<file path="src/rtl/uart_pkg.sv">
// Shared UART receive definitions: state encoding, divisor limits and data-bit limits.
package uart_pkg;

  typedef enum logic [1:0] {
    ST_IDLE,
    ST_START,
    ST_DATA,
    ST_STOP
  } rx_state_e;

  localparam int unsigned MIN_DIV       = 7;
  localparam int unsigned DATA_BITS_MIN = 5;
  localparam int unsigned DATA_BITS_MAX = 8;

  // Clocks per bit minus one for a given system clock and baud rate.
  function automatic int unsigned default_div(input int unsigned clk_freq,
                                              input int unsigned baud);
    return clk_freq / baud - 1;
  endfunction

endpackage

</file>
<file path="src/rtl/rx_sync_edge.sv">
// Two-flop synchroniser for the asynchronous RX line plus a 1->0 edge detector.
module rx_sync_edge (
  input  logic clk,
  input  logic rst,
  input  logic rx_async_i,
  output logic line_o,
  output logic fall_o
);

  logic meta_q;
  logic sync_q;
  logic prev_q;

  // NOTE: reset is synchronous, so it lives inside the clocked block and
  // only takes effect on a rising edge; idle-high reset avoids a false start.
  always_ff @(posedge clk) begin
    if (!rst) begin
      meta_q <= 1'b1;
      sync_q <= 1'b1;
      prev_q <= 1'b1;
    end else begin
      // NOTE: non-blocking assignments make the three flops shift as a pipeline.
      meta_q <= rx_async_i;
      sync_q <= meta_q;
      prev_q <= sync_q;
    end
  end

  assign line_o = sync_q;
  assign fall_o = prev_q & ~sync_q;

endmodule

</file>
<file path="src/rtl/rx_bit_timer.sv">
// UART receive bit timer: start validation, 3-sample majority per bit, stop-bit check.
module rx_bit_timer
  import uart_pkg::*;
#(
  parameter int unsigned CLK_FREQ = 100_000_000,
  parameter int unsigned BAUD     = 115200,
  parameter int unsigned DIV_W    = 16
) (
  input  logic             clk,
  input  logic             rst,
  input  logic             enable,
  input  logic             rx_in,
  input  logic             div_load,
  input  logic [DIV_W-1:0] div_value,
  input  logic [3:0]       data_bits,
  output logic             busy,
  output logic             bit_valid,
  output logic             rx_bit,
  output logic [2:0]       bit_idx,
  output logic             frame_done,
  output logic             frame_err,
  output logic             start_err,
  output logic             div_rej
);

  localparam logic [DIV_W-1:0] DEFAULT_DIV = DIV_W'(default_div(CLK_FREQ, BAUD));
  localparam logic [DIV_W-1:0] MIN_DIV_V   = DIV_W'(MIN_DIV);

  rx_state_e        state_q, state_d;
  logic [DIV_W-1:0] cnt_q, cnt_d;
  logic [DIV_W-1:0] div_q, div_d;
  logic [2:0]       bit_idx_q, bit_idx_d;
  logic [3:0]       nbits_q, nbits_d;
  logic [2:0]       samp_q, samp_d;
  logic             rx_bit_q, rx_bit_d;
  logic             frame_err_q, frame_err_d;
  logic             bit_valid_q, bit_valid_d;
  logic             frame_done_q, frame_done_d;
  logic             start_err_q, start_err_d;
  logic             div_rej_q, div_rej_d;

  logic             line;
  logic             fall;
  logic [DIV_W-1:0] half, half_m1, half_p1, half_p2;
  logic             wrap, at_maj, maj, nbits_legal;
  logic [2:0]       last_idx;

  rx_sync_edge u_sync (
    .clk        (clk),
    .rst        (rst),
    .rx_async_i (rx_in),
    .line_o     (line),
    .fall_o     (fall)
  );

  // div only changes in IDLE, so these stay constant across a frame.
  assign half        = div_q >> 1;
  assign half_m1     = half - DIV_W'(1);
  assign half_p1     = half + DIV_W'(1);
  assign half_p2     = half + DIV_W'(2);
  assign wrap        = (cnt_q == div_q);
  assign at_maj      = (cnt_q == half_p2);
  assign maj         = (samp_q[0] & samp_q[1]) | (samp_q[0] & samp_q[2]) | (samp_q[1] & samp_q[2]);
  assign last_idx    = 3'(nbits_q - 4'd1);
  assign nbits_legal = (data_bits >= 4'(DATA_BITS_MIN)) && (data_bits <= 4'(DATA_BITS_MAX));

  always_comb begin
    // NOTE: every next-state signal gets a default first so no path infers a latch.
    state_d      = state_q;
    cnt_d        = cnt_q;
    div_d        = div_q;
    bit_idx_d    = bit_idx_q;
    nbits_d      = nbits_q;
    samp_d       = samp_q;
    rx_bit_d     = rx_bit_q;
    frame_err_d  = frame_err_q;
    bit_valid_d  = 1'b0;
    frame_done_d = 1'b0;
    start_err_d  = 1'b0;
    div_rej_d    = 1'b0;

    if (div_load) begin
      if (state_q == ST_IDLE) div_d = (div_value < MIN_DIV_V) ? MIN_DIV_V : div_value;
      else if (enable)        div_rej_d = 1'b1;
    end

    if (state_q != ST_IDLE) begin
      cnt_d = wrap ? '0 : cnt_q + DIV_W'(1);
      if (cnt_q == half_m1) samp_d[0] = line;
      if (cnt_q == half)    samp_d[1] = line;
      if (cnt_q == half_p1) samp_d[2] = line;
    end

    case (state_q)
      ST_IDLE: begin
        if (fall) begin
          state_d = ST_START;
          cnt_d   = '0;
          nbits_d = nbits_legal ? data_bits : 4'(DATA_BITS_MAX);
        end
      end
      ST_START: begin
        if (at_maj && maj) begin
          state_d     = ST_IDLE;
          cnt_d       = '0;
          start_err_d = 1'b1;
        end else if (wrap) begin
          state_d   = ST_DATA;
          bit_idx_d = 3'd0;
        end
      end
      ST_DATA: begin
        if (at_maj) begin
          bit_valid_d = 1'b1;
          rx_bit_d    = maj;
        end
        if (wrap) begin
          if (bit_idx_q == last_idx) state_d = ST_STOP;
          else                       bit_idx_d = bit_idx_q + 3'd1;
        end
      end
      ST_STOP: begin
        // Leaving at mid-stop lets a back-to-back start edge be caught.
        if (at_maj) begin
          frame_done_d = 1'b1;
          frame_err_d  = ~maj;
          state_d      = ST_IDLE;
          cnt_d        = '0;
        end
      end
      default: state_d = ST_IDLE;
    endcase

    if (!enable) begin
      state_d      = ST_IDLE;
      cnt_d        = '0;
      bit_idx_d    = 3'd0;
      rx_bit_d     = rx_bit_q;
      frame_err_d  = frame_err_q;
      bit_valid_d  = 1'b0;
      frame_done_d = 1'b0;
      start_err_d  = 1'b0;
    end
  end

  always_ff @(posedge clk) begin
    if (!rst) begin
      state_q      <= ST_IDLE;
      cnt_q        <= '0;
      div_q        <= DEFAULT_DIV;
      bit_idx_q    <= 3'd0;
      nbits_q      <= 4'(DATA_BITS_MAX);
      samp_q       <= 3'b000;
      rx_bit_q     <= 1'b0;
      frame_err_q  <= 1'b0;
      bit_valid_q  <= 1'b0;
      frame_done_q <= 1'b0;
      start_err_q  <= 1'b0;
      div_rej_q    <= 1'b0;
    end else begin
      state_q      <= state_d;
      cnt_q        <= cnt_d;
      div_q        <= div_d;
      bit_idx_q    <= bit_idx_d;
      nbits_q      <= nbits_d;
      samp_q       <= samp_d;
      rx_bit_q     <= rx_bit_d;
      frame_err_q  <= frame_err_d;
      bit_valid_q  <= bit_valid_d;
      frame_done_q <= frame_done_d;
      start_err_q  <= start_err_d;
      div_rej_q    <= div_rej_d;
    end
  end

  assign busy       = (state_q != ST_IDLE);
  assign bit_valid  = bit_valid_q;
  assign rx_bit     = rx_bit_q;
  assign bit_idx    = bit_idx_q;
  assign frame_done = frame_done_q;
  assign frame_err  = frame_err_q;
  assign start_err  = start_err_q;
  assign div_rej    = div_rej_q;

endmodule

</file>
<file path="config.mk">
export PLATFORM = sky130hd
export DESIGN_NAME = rx_bit_timer
export DESIGN_NICKNAME = d
export VERILOG_FILES = /design/src/rtl/uart_pkg.sv /design/src/rtl/rx_sync_edge.sv /design/src/rtl/rx_bit_timer.sv
export SDC_FILE = /design/constraint.sdc
export NUM_CORES = 1
export LEC_CHECK = 0
export BUFFER_PORTS_ARGS = -buffer_cell sky130_fd_sc_hd__buf_4
export CAP_MARGIN = 0
export CELL_PAD_IN_SITES_DETAIL_PLACEMENT = 0
export CELL_PAD_IN_SITES_GLOBAL_PLACEMENT = 1
export CORE_MARGIN = 1.5
export CORE_UTILIZATION = 45
export CTS_BUF_LIST = sky130_fd_sc_hd__clkbuf_8 sky130_fd_sc_hd__clkbuf_16
export CTS_CLUSTER_DIAMETER = 40
export DETAILED_ROUTE_END_ITERATION = 16
export PLACE_DENSITY_LB_ADDON = 0.1
export SETUP_SLACK_MARGIN = 0.15
export SYNTH_ARGS = -nofsm -noshare
export SYNTH_HDL_FRONTEND = slang
export SYNTH_SLANG_ARGS = --single-unit
export TNS_END_PERCENT = 100
</file>
<file path="constraint.sdc">
create_clock -name clk -period 3.3 [get_ports clk]
set_clock_uncertainty 0.05 [all_clocks]
set_input_delay 0.495 -clock clk [delete_from_list [all_inputs] [get_ports clk]]
set_output_delay 0.495 -clock clk [all_outputs]
set_load 0.01 [all_outputs]
</file>
==> metrics.md <==
| Metric | Value |
|---|---|
| Status | `finished clean` |
| Worst EP required | `approximately 3.5 ns` |
| Pre-CTS setup slack | `about 0.26 ns` |
| Post-layout min period | `just under 3 ns` |
| Overall routing resource usage | `0.2522` |
| Setup slack after layout | `0.3410 ns` |
| First-iteration detailed-routing DRC count | `roughly 310` |
| Net Count, Synth | `approximately 560` |
| Hold Path Class | `in -> reg` |
| Non-Filler Instances | `657` |
| Post-synth top cells | `61 x nand2_1, 52 x dfxtp_1, 37 x xor2_1` |
| Leak | `between 1.5 and 2 nW` |
| Power per cell area | `approximately 320 nW/um2` |
| Most frequent cell after synthesis | `nand2_1` |
| RSZ-0062 raised after global routing | `true` |
| Critical path data arrival time | `about 3.1 ns` |
| Setup slack, reg-to-reg | `between 0.3 and 0.4 ns` |
| PortBufs | `34` |
| Post-route antenna net violation count | `0` |
| MaxCap Viol Count | `0` |
| Final max-slew violation count | `0` |
| Layout area overhead | `12.78%` |
| Post-synth ARST share | `0` |
| Routed WL per cell | `18.16 um` |
| Yosys top cell area share | `0.2587` |
| Nets | `between 500 and 600` |
| H-Tree Depth | `2` |
| Yosys warning total | `0` |
| Most frequently used flop master after synthesis | `dfxtp_1` |
| Share of cells above drive strength 1 | `0.1603` |
| Post-synth top area cell | `dfxtp_1` |
| Post-Syn Area | `4024 um2` |
| CTS tree | `built` |
| Drt total wl | `roughly 12000 um` |
| CP Class | `reg -> reg` |
| Number of flops mapped to enable cells by yosys | `0` |
| DR vias/cell | `roughly 6` |
| Max-slew headroom | `0.5545` |
| CTS clk-pin slew, worst paths | `about 0.11 ns` |
| Unique masters post-synth | `roughly 70` |
| Hold_ws | `about 0.31 ns` |
| Total power | `approximately 1.5 mW` |
| Final Hold Fails | `0` |
| Worst-Skew Late Latency | `between 0.3 and 0.4 ns` |
| Startpoint Class | `register` |
| Die X | `approximately 100 um` |
| Placed cells | `around 650` |
| CP endpoint kind | `register` |
| Die Ht | `between 90 and 100 um` |
| Drc violations | `0` |
| Syn avg cell area | `between 7 and 8 um2` |
| Mapped Cells | `roughly 530` |
| Io pins | `35` |
| Final HPWL DP | `approximately 9400 um` |
| Number of global-route vias before repair | `between 3000 and 4000` |
| Crit-path max FO | `13` |
| Grt total ovfl | `0` |
| FF+latch count, synth | `52` |
| Initial antenna violation count | `0` |
| Initial core utilization | `0.4637` |
| Sink Count | `52` |
| Final worst path period share | `0.8967` |
| Core Region | `between 8000 and 9000 um2` |
| First-pass GRT wire length | `19280 um` |
| Root Buffer | `clkbuf_8` |
| CTS Buf Count | `5` |
| Vias | `4038` |
| Cell row count | `34` |
| 1st-pass router iterations | `5` |
| Total die area | `approximately 9500 um2` |
| Post-Route Setup TNS | `0 ns` |
| Largest net degree at the start of global routing | `19` |
| GP Congestion | `0.9150` |
| Setup-failing EPs final | `0` |
| Area contributors post-synth | `dfxtp_1 26%, xor2_1 8.1%, xnor2_1 6.3%` |
| Antenna cell count | `0` |
| CTS Buffer Depth | `2` |
| Fmax | `approximately 340 MHz` |
| Worst-margin pin slew | `0.6635 ns` |
| Peak VDD IR | `around 0.28 mV` |
| Post-synthesis sequential area ratio | `0.2587` |
[metal layers]
metal,vias up,share of wire,global-route usage
met4,0,0.028,0.08462
met3,22,0.066,0.04173
met1,1930,0.46,0.3470
li1,1938,-,-
met2,148,0.45,0.4006
met5,-,0,0
[path summary, 6_finish.rpt]
check | startpoint | to | cells past startpoint
setup / recovery | div_q[2] | cnt_q[8] | 9
hold / removal | rx_in | u_sync.meta_q | 2
setup reg to reg | div_q[2] | cnt_q[8] | 9
hold reg to reg | u_sync.meta_q | u_sync.line_o | 1
[cells in the final DEF, fill, tap and decap left out, types with 3 or more instances in the layout]
| master | n |
|---|---|
| or4_1 | 7 |
| dfxtp_1 | 50 |
| nor4_2 | 4 |
| xnor2_1 | 29 |
| or3_1 | 6 |
| nand2b_1 | 11 |
| and4_1 | 5 |
| nand3b_1 | 3 |
| a41oi_1 | 3 |
| nor4b_1 | 4 |
| inv_1 | 10 |
| o21ai_0 | 15 |
| nor2b_1 | 6 |
| clkbuf_8 | 5 |
| xor2_1 | 37 |
| mux2i_1 | 5 |
| a31oi_1 | 7 |
| nand4_1 | 10 |
| a211oi_1 | 4 |
| a21oi_1 | 26 |
| nor4_1 | 14 |
| and2_1 | 6 |
| o22ai_1 | 4 |
| nor2_1 | 31 |
| a22o_1 | 3 |
| clkinv_1 | 3 |
| nand3_1 | 29 |
| o31ai_1 | 4 |
| nand2_1 | 61 |
| and3_1 | 6 |
| buf_4 | 56 |
| nor3_1 | 24 |
| nor3b_1 | 3 |
| ha_1 | 7 |
| o211ai_1 | 8 |
| mux2_2 | 3 |
[per-stage QoR]
| stage | utilization | cell area [um2] |
|---|---|---|
| floorplan | - | 4024 |
| global placement | 0.5048 | 4380 |
| detailed placement | 0.5048 | 4380 |
| CTS | 0.5206 | 4518 |
| global route | 0.5229 | 4538 |
| finish | 0.5229 | 4538 |
[sequential cells by signal, summed over array words and instances, names as in the netlist, named ones only]
name           flops
cnt_q             16
div_q             16
bit_idx            3
nbits_q            3
samp_q             3
bit_valid          1
div_rej            1
frame_done         1
frame_err          1
rx_bit             1
start_err          1
state_q            1
u_sync.line_o      1
u_sync.meta_q      1
u_sync.prev_q      1
[area by class of cell]
type,count,area (um2)
multi-input combinational,420,2753
tap,108,135.1
clock buffer,5,68.82
fill,879,4140
inverter,13,48.80
sequential,52,1044
clock inverter,3,68.82
timing repair buffer,56,420.4
[worst max-delay path, cell delays in order, from the launching register on]
cell and delay (ns):
dfxtp_1 0.35, ha_1 0.27, nand3_4 0.17, nor4_2 0.33, buf_4 0.17, mux2_2 0.35, a311oi_4 0.40, nor4_2 0.11
o31a_2 0.42, nor4_1 0.26
[cells by family after synthesis]
| kind of cell | Yosys count | share of synthesized area |
|---|---|---|
| DFF | 52 | 0.2587 |
| and+or+nand+nor | 244 | 0.3343 |
| xor gates and xnor gates | 66 | 0.1437 |
| buffers and inverters | 53 | 0.06157 |
| adders and majority gates | 8 | 0.02425 |
| AOI/OAI and AO/OA | 94 | 0.1567 |
| muxes | 8 | 0.02083 |
[where the power goes]
| group | internal [mW] | leakage [nW] | total, mW | switching [mW] |
|---|---|---|---|---|
| sequential | 0.642 | 0.423 | 0.668 | 0.0258 |
| clock | 0.306 | 0.0687 | 0.545 | 0.239 |
| combinational | 0.0983 | 1.17 | 0.238 | 0.140 |
[what timing repair did]
item / in CTS / in global routing
resized for setup: 0 / 4
endpoints found under the setup margin: 0 / 12
buffers inserted: 0 / 0
hold buffers: 0 / 0
Note: power is estimated with default switching activity, not from simulation.
